### src/rtl/mdclcg_pkg.sv
// Shared types and constants for the dual-CLCG bit packer.
// Holds the packer FSM states, default geometry and monobit health-check limits.
package mdclcg_pkg;

  typedef enum logic [1:0] {
    StIdle,
    StDiscard,
    StCollect
  } pk_state_e;

  localparam int unsigned DefWordW   = 32;
  localparam int unsigned DefDepth   = 4;
  localparam int unsigned DefDiscard = 8;

  // A word passes the monobit check when its popcount lies within [lo, hi].
  function automatic int unsigned pop_lo(input int unsigned word_w);
    return word_w / 4;
  endfunction

  function automatic int unsigned pop_hi(input int unsigned word_w);
    return (3 * word_w) / 4;
  endfunction

endpackage

### src/rtl/mdclcg_word_fifo.sv
// Synchronous word FIFO with flush, occupancy level and drop indication.
// The output holds the last popped word while the FIFO is empty.
module mdclcg_word_fifo #(
  parameter int unsigned WORD_W = 32,
  parameter int unsigned DEPTH  = 4,
  localparam int unsigned AW    = $clog2(DEPTH),
  localparam int unsigned LVL_W = $clog2(DEPTH) + 1
) (
  input  logic              clk,
  input  logic              rst_n,
  input  logic              i_flush,
  input  logic              i_push,
  input  logic [WORD_W-1:0] i_wdata,
  input  logic              i_pop,
  output logic [WORD_W-1:0] o_rdata,
  output logic [LVL_W-1:0]  o_level,
  output logic              o_empty,
  output logic              o_drop
);

  logic [WORD_W-1:0] r_mem [DEPTH];
  logic [AW-1:0]     r_wr_ptr;
  logic [AW-1:0]     r_rd_ptr;
  logic [LVL_W-1:0]  r_level;
  logic [WORD_W-1:0] r_last;
  logic              w_full;
  logic              w_do_push;
  logic              w_do_pop;

  assign o_empty   = (r_level == '0);
  assign w_full    = (r_level == LVL_W'(DEPTH));
  assign w_do_pop  = i_pop & ~o_empty & ~i_flush;
  // A pop in the same cycle frees the slot, so a push into a full FIFO still lands.
  assign w_do_push = i_push & ~i_flush & (~w_full | w_do_pop);
  assign o_drop    = i_push & ~i_flush & w_full & ~w_do_pop;
  assign o_level   = r_level;
  assign o_rdata   = o_empty ? r_last : r_mem[r_rd_ptr];

  always_ff @(posedge clk or negedge rst_n) begin
    if (!rst_n) begin
      r_wr_ptr <= '0;
      r_rd_ptr <= '0;
      r_level  <= '0;
      r_last   <= '0;
    end else if (i_flush) begin
      r_wr_ptr <= '0;
      r_rd_ptr <= '0;
      r_level  <= '0;
      r_last   <= '0;
    end else begin
      if (w_do_push) r_wr_ptr <= r_wr_ptr + AW'(1);
      if (w_do_pop) begin
        r_rd_ptr <= r_rd_ptr + AW'(1);
        r_last   <= r_mem[r_rd_ptr];
      end
      r_level <= r_level + LVL_W'(w_do_push) - LVL_W'(w_do_pop);
    end
  end

  always_ff @(posedge clk) begin
    if (w_do_push) r_mem[r_wr_ptr] <= i_wdata;
  end

endmodule

### src/rtl/mdclcg_bit_packer.sv
// Packs the dual-CLCG 1-bit stream into WORD_W-bit words behind a valid/ready FIFO.
// Optional monobit health check on every completed word: define MDCLCG_MONOBIT_EN.
module mdclcg_bit_packer
  import mdclcg_pkg::*;
#(
  parameter int unsigned WORD_W  = DefWordW,
  parameter int unsigned DEPTH   = DefDepth,
  parameter int unsigned DISCARD = DefDiscard,
  localparam int unsigned LVL_W  = $clog2(DEPTH) + 1
) (
  input  logic              clk,
  input  logic              rst_n,
  input  logic              start,
  input  logic              bit_in,
  input  logic              bit_en,
  output logic [WORD_W-1:0] out_data,
  output logic              out_valid,
  input  logic              out_ready,
  output logic [LVL_W-1:0]  level,
  output logic              overflow
`ifdef MDCLCG_MONOBIT_EN
  ,
  output logic              health_err
`endif
);

  localparam int unsigned CW = $clog2(WORD_W);
  localparam int unsigned DW = (DISCARD > 1) ? $clog2(DISCARD) : 1;

  pk_state_e         r_state, w_state_d;
  logic              r_armed, w_armed_d;
  logic [WORD_W-2:0] r_sreg, w_sreg_d;
  logic [CW-1:0]     r_bcnt, w_bcnt_d;
  logic [DW-1:0]     r_dcnt, w_dcnt_d;
  logic              r_overflow;
  logic              w_push;
  logic              w_drop;
  logic              w_empty;
  logic [WORD_W-1:0] w_word;

  assign w_word = {r_sreg, bit_in};

  // r_armed remembers that start was seen, so IDLE is left only after a start release.
  always_comb begin
    w_state_d = r_state;
    w_armed_d = r_armed;
    w_sreg_d  = r_sreg;
    w_bcnt_d  = r_bcnt;
    w_dcnt_d  = r_dcnt;
    w_push    = 1'b0;
    if (start) begin
      w_state_d = StIdle;
      w_armed_d = 1'b1;
      w_sreg_d  = '0;
      w_bcnt_d  = '0;
      w_dcnt_d  = '0;
    end else begin
      unique case (r_state)
        StIdle: begin
          if (r_armed) begin
            w_armed_d = 1'b0;
            w_state_d = (DISCARD > 0) ? StDiscard : StCollect;
          end
        end
        StDiscard: begin
          if (bit_en) begin
            if (r_dcnt == DW'(DISCARD - 1)) begin
              w_dcnt_d  = '0;
              w_state_d = StCollect;
            end else begin
              w_dcnt_d = r_dcnt + DW'(1);
            end
          end
        end
        StCollect: begin
          if (bit_en) begin
            w_sreg_d = w_word[WORD_W-2:0];
            if (r_bcnt == CW'(WORD_W - 1)) begin
              w_push   = 1'b1;
              w_bcnt_d = '0;
            end else begin
              w_bcnt_d = r_bcnt + CW'(1);
            end
          end
        end
        default: w_state_d = StIdle;
      endcase
    end
  end

  always_ff @(posedge clk or negedge rst_n) begin
    if (!rst_n) begin
      r_state    <= StIdle;
      r_armed    <= 1'b0;
      r_sreg     <= '0;
      r_bcnt     <= '0;
      r_dcnt     <= '0;
      r_overflow <= 1'b0;
    end else begin
      r_state <= w_state_d;
      r_armed <= w_armed_d;
      r_sreg  <= w_sreg_d;
      r_bcnt  <= w_bcnt_d;
      r_dcnt  <= w_dcnt_d;
      if (start)       r_overflow <= 1'b0;
      else if (w_drop) r_overflow <= 1'b1;
    end
  end

  mdclcg_word_fifo #(
    .WORD_W(WORD_W),
    .DEPTH (DEPTH)
  ) u_fifo (
    .clk    (clk),
    .rst_n  (rst_n),
    .i_flush(start),
    .i_push (w_push),
    .i_wdata(w_word),
    .i_pop  (out_ready),
    .o_rdata(out_data),
    .o_level(level),
    .o_empty(w_empty),
    .o_drop (w_drop)
  );

  assign out_valid = ~w_empty;
  assign overflow  = r_overflow;

`ifdef MDCLCG_MONOBIT_EN
  int unsigned w_ones;
  logic        r_health;

  always_comb begin
    w_ones = int unsigned'($countones(w_word));
  end

  // Dropped words are still checked: the push request, not the FIFO accept, qualifies.
  always_ff @(posedge clk or negedge rst_n) begin
    if (!rst_n) begin
      r_health <= 1'b0;
    end else if (start) begin
      r_health <= 1'b0;
    end else if (w_push && (w_ones < pop_lo(WORD_W) || w_ones > pop_hi(WORD_W))) begin
      r_health <= 1'b1;
    end
  end

  assign health_err = r_health;
`endif

endmodule
### config.mk
export PLATFORM = sky130hd
export DESIGN_NAME = mdclcg_bit_packer
export DESIGN_NICKNAME = d
export VERILOG_FILES = /design/src/rtl/mdclcg_pkg.sv /design/src/rtl/mdclcg_word_fifo.sv /design/src/rtl/mdclcg_bit_packer.sv
export SDC_FILE = /design/constraint.sdc
export NUM_CORES = 1
export LEC_CHECK = 0
export CAP_MARGIN = 10
export CORE_MARGIN = 2
export CORE_UTILIZATION = 35
export CTS_CLUSTER_DIAMETER = 80
export CTS_CLUSTER_SIZE = 12
export DETAILED_ROUTE_END_ITERATION = 10
export PLACE_DENSITY_LB_ADDON = 0.05
export SYNTH_ARGS = -nofsm -noshare
export SYNTH_HDL_FRONTEND = slang
export SYNTH_SLANG_ARGS = --single-unit
### constraint.sdc
create_clock -name clk -period 3.1 [get_ports clk]
set_input_delay 0.93 -clock clk [delete_from_list [all_inputs] [get_ports clk]]
set_output_delay 0.93 -clock clk [all_outputs]
set_load 0.005 [all_outputs]
* Word-level counts from Yosys, hierarchy flattened *
Memories as Yosys holds them, arrays and structs flattened.
Cells that the tools add are included.

word-level totals
  bits in registers = 82
  memory bits (writable) = 128
  logic and storage cells = 83
  memories = 1

cells by class
  $add $sub $neg = 6
  eq/ne operators = 9
  mux-type cells = 34
  bitwise logic cells = 11
  reduce and logical (&&, ||, !) cells = 12

memories
  name          depth  width  read ports  clocked after Yosys merged registers in  wr ports  line                    source
  u_fifo.r_mem  4      32     1           0                                        1         mdclcg_word_fifo.sv:21  logic [WORD_W-1:0] r_mem [DEPTH];

operator list
  operator                                                                number
  32-bit 2-to-1 mux                                                       3
  31-bit 2-to-1 mux                                                       3
  5-bit 2-to-1 mux                                                        4
  2-bit 2-to-1 mux                                                        8
  3-bit 2-to-1 mux                                                        5
  2-bit nonzero test                                                      7
  1-bit 2-to-1 mux                                                        10
  3-bit != test (second input constant)                                   3
  1-bit bitwise AND                                                       6
  3-bit equality test (second input constant)                             2
  2-bit case mux with 3 select lines                                      1
  5-bit by 1-bit adder with 5-bit output (second input constant)          1
  5-bit equality test (second input constant)                             1
  2-bit by 1-bit adder with 2-bit output (second input constant)          2
  1-bit inverter                                                          4
  2-bit AND reduction                                                     2
  4-bit AND reduction                                                     1
  3-bit by 1-bit adder with 3-bit output                                  1
  3-bit by 1-bit adder with 3-bit output (second input constant)          1
  3-bit zero test                                                         1
  3-bit by 1-bit subtractor with 3-bit output                             1
  2-bit by 1-bit equality test with 1-bit output (second input constant)  1
  2-bit equality test (second input constant)                             1
  2-bit zero test                                                         1
  2 further kinds                                                         2

* Logic depth before layout (Yosys ltp) *
Gate-level depths: netlist of the first run.

  word-level depth = 10
  depth in mapped cells = 11
  mapped depth without buffers = 11

* Modules after synthesis *
A second synthesis of the first run with hierarchy kept.

unflattened totals
  cell total of the unflattened synthesis = 516
  area, all modules = 8458.1 sq um

modules (own cells, without submodules)
  module             times used  cells an instance  area each (sq um)  seq. area each (sq um)
  mdclcg_word_fifo   1           321                6640.1             4819.6
  mdclcg_bit_packer  1           195                1818.0             1076.0

* Worst setup path after synthesis of the first run *
No wires, ideal clock.

  kind = in2reg
  from = in out_ready
  to = reg u_fifo.r_level[2] (netlist: u_fifo.o_level[2])
  library setup time = 0.086 ns
  arrival = 2.731 ns
  slack = 0.283 ns
  stages = 11
  path buffers = 1
  cell sequence = o31ai_1 nor2_1 buf_2 ha_1 inv_1 ha_1 inv_1 fa_1 xor2_1 and2_2 nor3_1

between the ends
  word-level cells in the longest chain between the ends = 7

RTL lines
  element                                          line                     source
  from (decl)                                      mdclcg_bit_packer.sv:18  input logic out_ready,
  1-bit bitwise AND (*) (2 in series)              mdclcg_word_fifo.sv:32   assign w_do_pop = i_pop & ~o_empty & ~i_flush;
  1-bit bitwise OR                                 mdclcg_word_fifo.sv:34   assign w_do_push = i_push & ~i_flush & (~w_full | w_do_pop);
  1-bit bitwise AND                                mdclcg_word_fifo.sv:34
  3-bit by 1-bit adder with 3-bit output           mdclcg_word_fifo.sv:56   r_level <= r_level + LVL_W'(w_do_push) - LVL_W'(w_do_pop);
  3-bit by 1-bit subtractor with 3-bit output (*)  mdclcg_word_fifo.sv:56
  3-bit 2-to-1 mux (*)                             mdclcg_word_fifo.sv:45   end else if (i_flush) begin
  to (signal assigned)                             mdclcg_word_fifo.sv:56
  to (decl)                                        mdclcg_word_fifo.sv:24   logic [LVL_W-1:0] r_level;

Every way passes the cells marked *; elsewhere a longest branch is shown, timed or not.
A chain may end at the register's enable or synchronous reset.

* Final worst setup path of the first run *
  from = reg u_fifo.r_rd_ptr[0]
  to = out out_data[1]

between the ends
  word-level cells in the longest chain between the ends = 2

RTL lines
  element                 line                     source
  from (decl)             mdclcg_word_fifo.sv:23   logic [AW-1:0] r_rd_ptr;
  from (signal assigned)  mdclcg_word_fifo.sv:53   r_rd_ptr <= r_rd_ptr + AW'(1);
  memory 4 x 32 bit       --
  32-bit 2-to-1 mux       mdclcg_word_fifo.sv:37   assign o_rdata = o_empty ? r_last : r_mem[r_rd_ptr];
  to (decl)               mdclcg_bit_packer.sv:16  output logic [WORD_W-1:0] out_data,

Every way passes these cells.

==> flow_summary.toml, run 1 <==
[critical_path]
ff2ff_path_depth = 11
crit_type = "reg2out"
critPathArrivalTime_ps = 2200
worst_setup_path_end_kind = "primary output"
critPathTopFamily = "multiplexers"
timing.rr.start = "r_bcnt[0]"
worst-endpoint-required_ps = 2170
worstReg2RegEnd = "u_fifo.o_level[2]"
cp_cell_sequence = "buf_6 > buf_4 > mux4_2 > mux2_4 > buf_6"
r2r_slack_ps = 450
critPathMaxStageDelay_ps = 560
worst_setup_path_start_kind = "register"
cp.buffers_inverters = 3
worstSetupPathDepth = 5
cp_common_cell = "buf_6"
slowest_stage = "mux4_2"
crit_path_max_fanout = 5

[pwr]
p_total_mw = 6.40
pwr-share-seq_pct = 47.1
power.internal_mw = 4.84
p_sw_share_pct = 24.4
p_switching_mw = 1.56
power.density_mw_per_mm2 = 619
pwr-share-clk_pct = 35.2
p_leak_nw = 4.14
vdd_drop_max_mv = 0.293
power_frac_comb_pct = 17.8

[drt]
wl_per_cell_um = 19.5
avgViaCountPerCell = 4.98
num_vias = 4658
wirelength_um = 18300
ant_nets = 0
drc = 0
first_pass_iters = 4
drt_iter0_drc = 234

[place]
pre_cts_ws_ps = -86.9
io_buffers = 42
hpwl_um = 10500
gp_congestion = 0.694

[yosys]
yosys_warnings = 0
synth-edff-count = 128
synthArstFlopShare_pct = 39.0
syn_nets = 535
postSynthCellCount = 518
yosysSeqAreaShare_pct = 69.2
synth_top_area_cell = "edfxtp_1"
synthesis.area_mm2 = 0.00852
ys.flop_type = "edfxtp_1"
netlist_top_cells_area = "edfxtp_1 45%, dfrtp_1 24%, mux4_2 8.5%"
synthesis.area_per_instance_um2 = 16.5
yosys.area.top_type_share_pct = 45.1
ys_seq_elements = 210
synth_cell_type_count = 42

[global_routing]
grt_use_total_pct = 14.6
grt_pass1_vias = 4907
grt_pass1_wl_um = 29100
antenna_found_initial = 0
grt_max_degree = 41
grt_overflow = 0

[sta]
max_slew.worst_pin.slew_ps = 600
finClkSkew_ps = 14.9
grt_setup_unrepaired = "true"
setup_viol = 10
drv_slew = 0
slew_headroom_pct = 60.0
hold_violations = 0
fin_crit_ps = 3130
period_share_pct = 101
fmax_mhz = 319
tns_ps = -168
holdWs_ps = 440
fin_ws_ps = -31.2

[outcome]
status = "complete, but fails checks"
violations = "negative setup slack"

[die]
rows = 57
core_mm2 = 0.0241
die_h_um = 160
die_area_mm2 = 0.0256
die_w_um = 160
start_util_pct = 35.4
io_pins = 43

[clocking]
clock_path_buffers = 3
ctsHoldBuffers = 0
numCtsBuffers = 21
cts_sinks = 210
insertion_delay_ps = 490
cts.clk_slew.worst_paths_ps = 60
cts_tree = "yes"
clock-root-buffer = "clkbuf_16"
cts.htree.levels = 1

[finish]
syn2layout_area_growth_pct = 21.4
diodes = 0
seq_area_mm2 = 0.00590
multiInputGateArea_mm2 = 0.00247
drive_gt1_share_pct = 32.5
utilization_pct = 42.9
nNetsFinal = 617
fillCellCount = 2228

[worst_hold_path]
hp-class = "in2async"

[job]
cap_violations = 0
==> state kept, by name (all words and copies together) (netlist names) <==
name	flops
u_fifo.r_last	32
r_armed	1
u_fifo.r_rd_ptr	2
u_fifo.r_mem	128
r_state	2
r_dcnt	3
u_fifo.r_wr_ptr	2
u_fifo.o_level	3
overflow	1
r_sreg	31
r_bcnt	5
==> synth_stat cells (5+ instances only) <==
cell type,n
a21oi_1,38
a22o_2,29
buf_2,12
buf_6,7
clkbuf_1,6
dfrtp_1,82
edfxtp_1,128
ha_1,10
inv_1,6
mux2_2,33
mux4_2,32
nand2_1,69
nand2b_1,5
nor2_1,10
==> final cells by class <==
| cell class | count | share of cell area [%] |
|---|---|---|
| flip-flops and latches | 210 | 57.0 |
| multi-input cells | 270 | 23.9 |
| repair buffers | 91 | 9.31 |
| clock buffers | 34 | 5.55 |
| well taps | 324 | 3.92 |
| inverters | 6 | 0.218 |
| clock inverters | 1 | 0.0847 |
==> stage by stage <==
stage	instances	area, µm²
6_report	936	10300
5_1_grt	936	10300
4_1_cts	939	10400
3_5_place_dp	884	9500
3_3_place_gp	884	9500
2_1_floorplan	518	8520
==> cells in the final DEF (no fill, tap or decap), types with 5 or more instances in the layout <==
cell,count
edfxtp_1,128
dfrtp_1,81
nand2_1,69
a21oi_1,38
mux4_2,32
a22o_2,29
buf_4,27
buf_6,27
mux2_4,24
clkbuf_16,21
clkbuf_1,13
buf_12,11
ha_1,10
mux2_2,9
nor2_1,9
clkdlybuf4s50_1,8
inv_1,6
clkdlybuf4s15_1,6
nand2b_1,5
==> power by group through the flow <==
stage                     logic [mW]  clock network (mW)  registers [mW]
final                           1.14                2.25            3.01
after global routing            1.23                2.45            3.02
after CTS                       1.29                2.34            3.01
after detailed placement       0.957                   0            3.07
after global placement         0.945                   0            3.07
after floorplan                0.641                   0            3.07
==> worst max path at each step <==
stage	start	slack [ps]	end
2_1_floorplan	out_ready	280	u_fifo.o_level[2]
3_5_place_dp	bit_en	-90	u_fifo.o_level[2]
3_3_place_gp	bit_en	2	u_fifo.o_level[2]
5_1_grt	u_fifo.r_rd_ptr[0]	-120	out_data[18]
6_report	u_fifo.r_rd_ptr[0]	-30	out_data[1]
4_1_cts	u_fifo.r_rd_ptr[0]	-130	out_data[0]
==> cell families after synthesis <==
family                     count (synthesis)  synth area share, %
AOI/OAI and AO/OA                         80                 6.97
xor gates and xnor gates                   3                0.308
adders and majority gates                 11                 1.70
buffers and inverters                     38                 2.97
DFF                                      210                 69.2
muxes                                     68                 13.2
and+or+nand+nor                          108                 5.72
==> metal layers <==
| layer | GRT usage [%] | part of all wire [%] | vias to the layer above |
|---|---|---|---|
| li1 | - | - | 2120 |
| met1 | 19.7 | 46 | 2456 |
| met2 | 25.0 | 50 | 56 |
| met3 | 2.39 | 2.7 | 26 |
| met4 | 3.07 | 1.8 | 0 |
| met5 | 0 | 0 | - |
==> worst register-to-register path: stages (launching register included) <==
cell	delay, ps
dfrtp_1	390
ha_1	200
and3_1	160
ha_1	260
inv_1	120
a2111oi_2	330
ha_1	220
inv_1	50
fa_1	360
xor2_1	160
and2_2	190
nor3_1	120
==> what timing repair did <==
item	in CTS	in global routing
setup endpoints to repair	32	32
gates resized for setup	160	14
setup buffers	17	3
cloned	3	0
No activity file was read; power rests on OpenSTA's default activity.
==> run 2: changes to the inputs <==
- CORE_MARGIN: 2 -> default
==> run 2 against run 1 <==
Effect of this change: maximum frequency fell by 2.1%; flip-flop and latch count unchanged; non-clock buffer count is 9 higher; worst hold slack better by 10 ps; sequential share of layout area fell by 0.92 points; clock power barely moved; sequential power hardly changed; the flow still finishes with violations (negative setup slack); global-route usage is 1.1 points higher.
==> flow_summary.toml, run 2 (synthesis gave the netlist of run 1 again) <==
[finish]
largest_reg_flops = 128
mostFrequentLayoutCells = "128 x edfxtp_1, 81 x dfrtp_1, 69 x nand2_1, 38 x a21oi_1, 32 x mux4_2"
final_common_cell = "edfxtp_1"
largest_register = "u_fifo.r_mem"
biggestRegsByFlops = "u_fifo.r_mem x128, u_fifo.r_last x32, r_sreg x31"
diodes = 0
utilization_pct = 44.4
drive_gt1_share_pct = 34.7
fillCellCount = 2184
nNetsFinal = 626
multiInputGateArea_mm2 = 0.00249
seq_area_mm2 = 0.00590
syn2layout_area_growth_pct = 23.4

[die]
rows = 56
start_util_pct = 36.0
die_w_um = 158
core_mm2 = 0.0237
die_h_um = 158
io_pins = 43
die_area_mm2 = 0.0250

[sta]
drv_slew = 0
fin_crit_ps = 3200
period_share_pct = 103
slew_headroom_pct = 55.6
hold_violations = 0
setup_viol = 15
max_slew.worst_pin.slew_ps = 665
grt_setup_unrepaired = "true"
tns_ps = -503
fmax_mhz = 313
fin_ws_ps = -97.9
finClkSkew_ps = 11.0

[drt]
num_vias = 4686
drt_iter0_drc = 173
ant_nets = 0
wl_per_cell_um = 19.7
avgViaCountPerCell = 4.98
first_pass_iters = 5
wirelength_um = 18600
drc = 0

[place]
io_buffers = 42
hpwl_um = 10200
gp_congestion = 0.678

[critical_path]
timing.rr.start = "r_bcnt[0]"
worstReg2RegEnd = "u_fifo.o_level[2]"
crit_type = "reg2out"
worst-endpoint-required_ps = 2170
worst_setup_path_start_kind = "register"
critPathArrivalTime_ps = 2270
worst_setup_path_end_kind = "primary output"
r2r_slack_ps = 500
ff2ff_path_depth = 11
crit_path_max_fanout = 4

[clocking]
cts.clk_slew.worst_paths_ps = 60
cts_sinks = 210
insertion_delay_ps = 500
clock-root-buffer = "clkbuf_16"
cts.htree.levels = 1
numCtsBuffers = 21
cts_tree = "yes"
clock_path_buffers = 3

[global_routing]
grt_max_degree = 44
antenna_found_initial = 0
grt_pass1_vias = 4849
grt_overflow = 0
grt_use_total_pct = 15.7
grt_pass1_wl_um = 29100

[pwr]
vdd_drop_max_mv = 0.348
power.density_mw_per_mm2 = 634
p_leak_nw = 4.24

[outcome]
violations = "negative setup slack"
status = "complete, but fails checks"

[worst_hold_path]
hp-class = "in2async"

[job]
cap_violations = 0
==> run 2: cell count changes in the layout (fill, tap and decap cells not counted), sizes merged <==
cell,previous run,this run
clkdlybuf4s15,7,0
clkbuf,38,43
buf,72,82
inv,6,7
clkinv,1,2
==> run 2: how the worst max path moves through the flow <==
stage,to,depth (start not counted),startpoint
final,out_data[7],7,u_fifo.r_rd_ptr[0]
after CTS,out_data[7],7,u_fifo.r_rd_ptr[0]
after global placement,u_fifo.o_level[2],9,bit_en
after detailed placement,u_fifo.o_level[2],9,bit_en
after global routing,out_data[1],7,u_fifo.r_rd_ptr[0]
after floorplan,u_fifo.o_level[2],11,out_ready
==> run 2: layout make-up <==
class / count / share of cell area (%)
Clock buffer: 33 / 5.43
Sequential cell: 210 / 56.1
Inverter: 6 / 0.214
Clock inverter: 3 / 0.178
Timing Repair Buffer: 100 / 10.6
Tap cell: 319 / 3.80
Multi-Input combinational cell: 270 / 23.7
==> run 2: per-layer routing <==
metal	part of all wire, %	track usage [%]	vias to the layer above	routed length [µm]
met1	46	21.5	2448	8500
li1	-	-	2138	-
met5	0	0	-	0
met3	3.8	2.52	20	705
met4	1.4	3.11	0	269
met2	49	26.4	80	9110
==> run 2: through the flow <==
step / total power [mW] / worst slack, ps / cell area, µm² / instances / hold slack (ps)
2_1_floorplan: 3.71 / 283 / 8520 / 518 / 462
3_3_place_gp: 4.01 / 0.507 / 9470 / 876 / 478
3_5_place_dp: 4.02 / -33.0 / 9470 / 876 / 479
4_1_cts: 6.79 / -128 / 10500 / 936 / 478
5_1_grt: 6.98 / -165 / 10500 / 941 / 485
6_report: 6.67 / -97.9 / 10500 / 941 / 450
==> run 2: what timing repair did <==
| action | CTS | global route |
|---|---|---|
| setup buffers | 21 | 7 |
| hold buffers | 0 | 0 |
| endpoints found under the setup margin | 32 | 29 |
| gates resized for setup | 171 | 12 |
| cloned | 3 | 0 |
==> run 2: power breakdown <==
part / switching [mW] / internal (mW) / total (mW) / leakage [nW]
Clock: 1.02 / 1.26 / 2.28 / 0.285
Sequential: 0.0280 / 2.99 / 3.01 / 2.54
Combinational: 0.590 / 0.789 / 1.38 / 1.41
Total: 1.63 / 5.04 / 6.67 / 4.24
==> run 2: worst max-delay path, cell delays in order (launching register included) <==
cell	delay, ps
dfrtp_2	440
buf_12	140
buf_12	130
buf_16	130
buf_12	110
mux4_2	420
mux2_4	280
buf_6	110
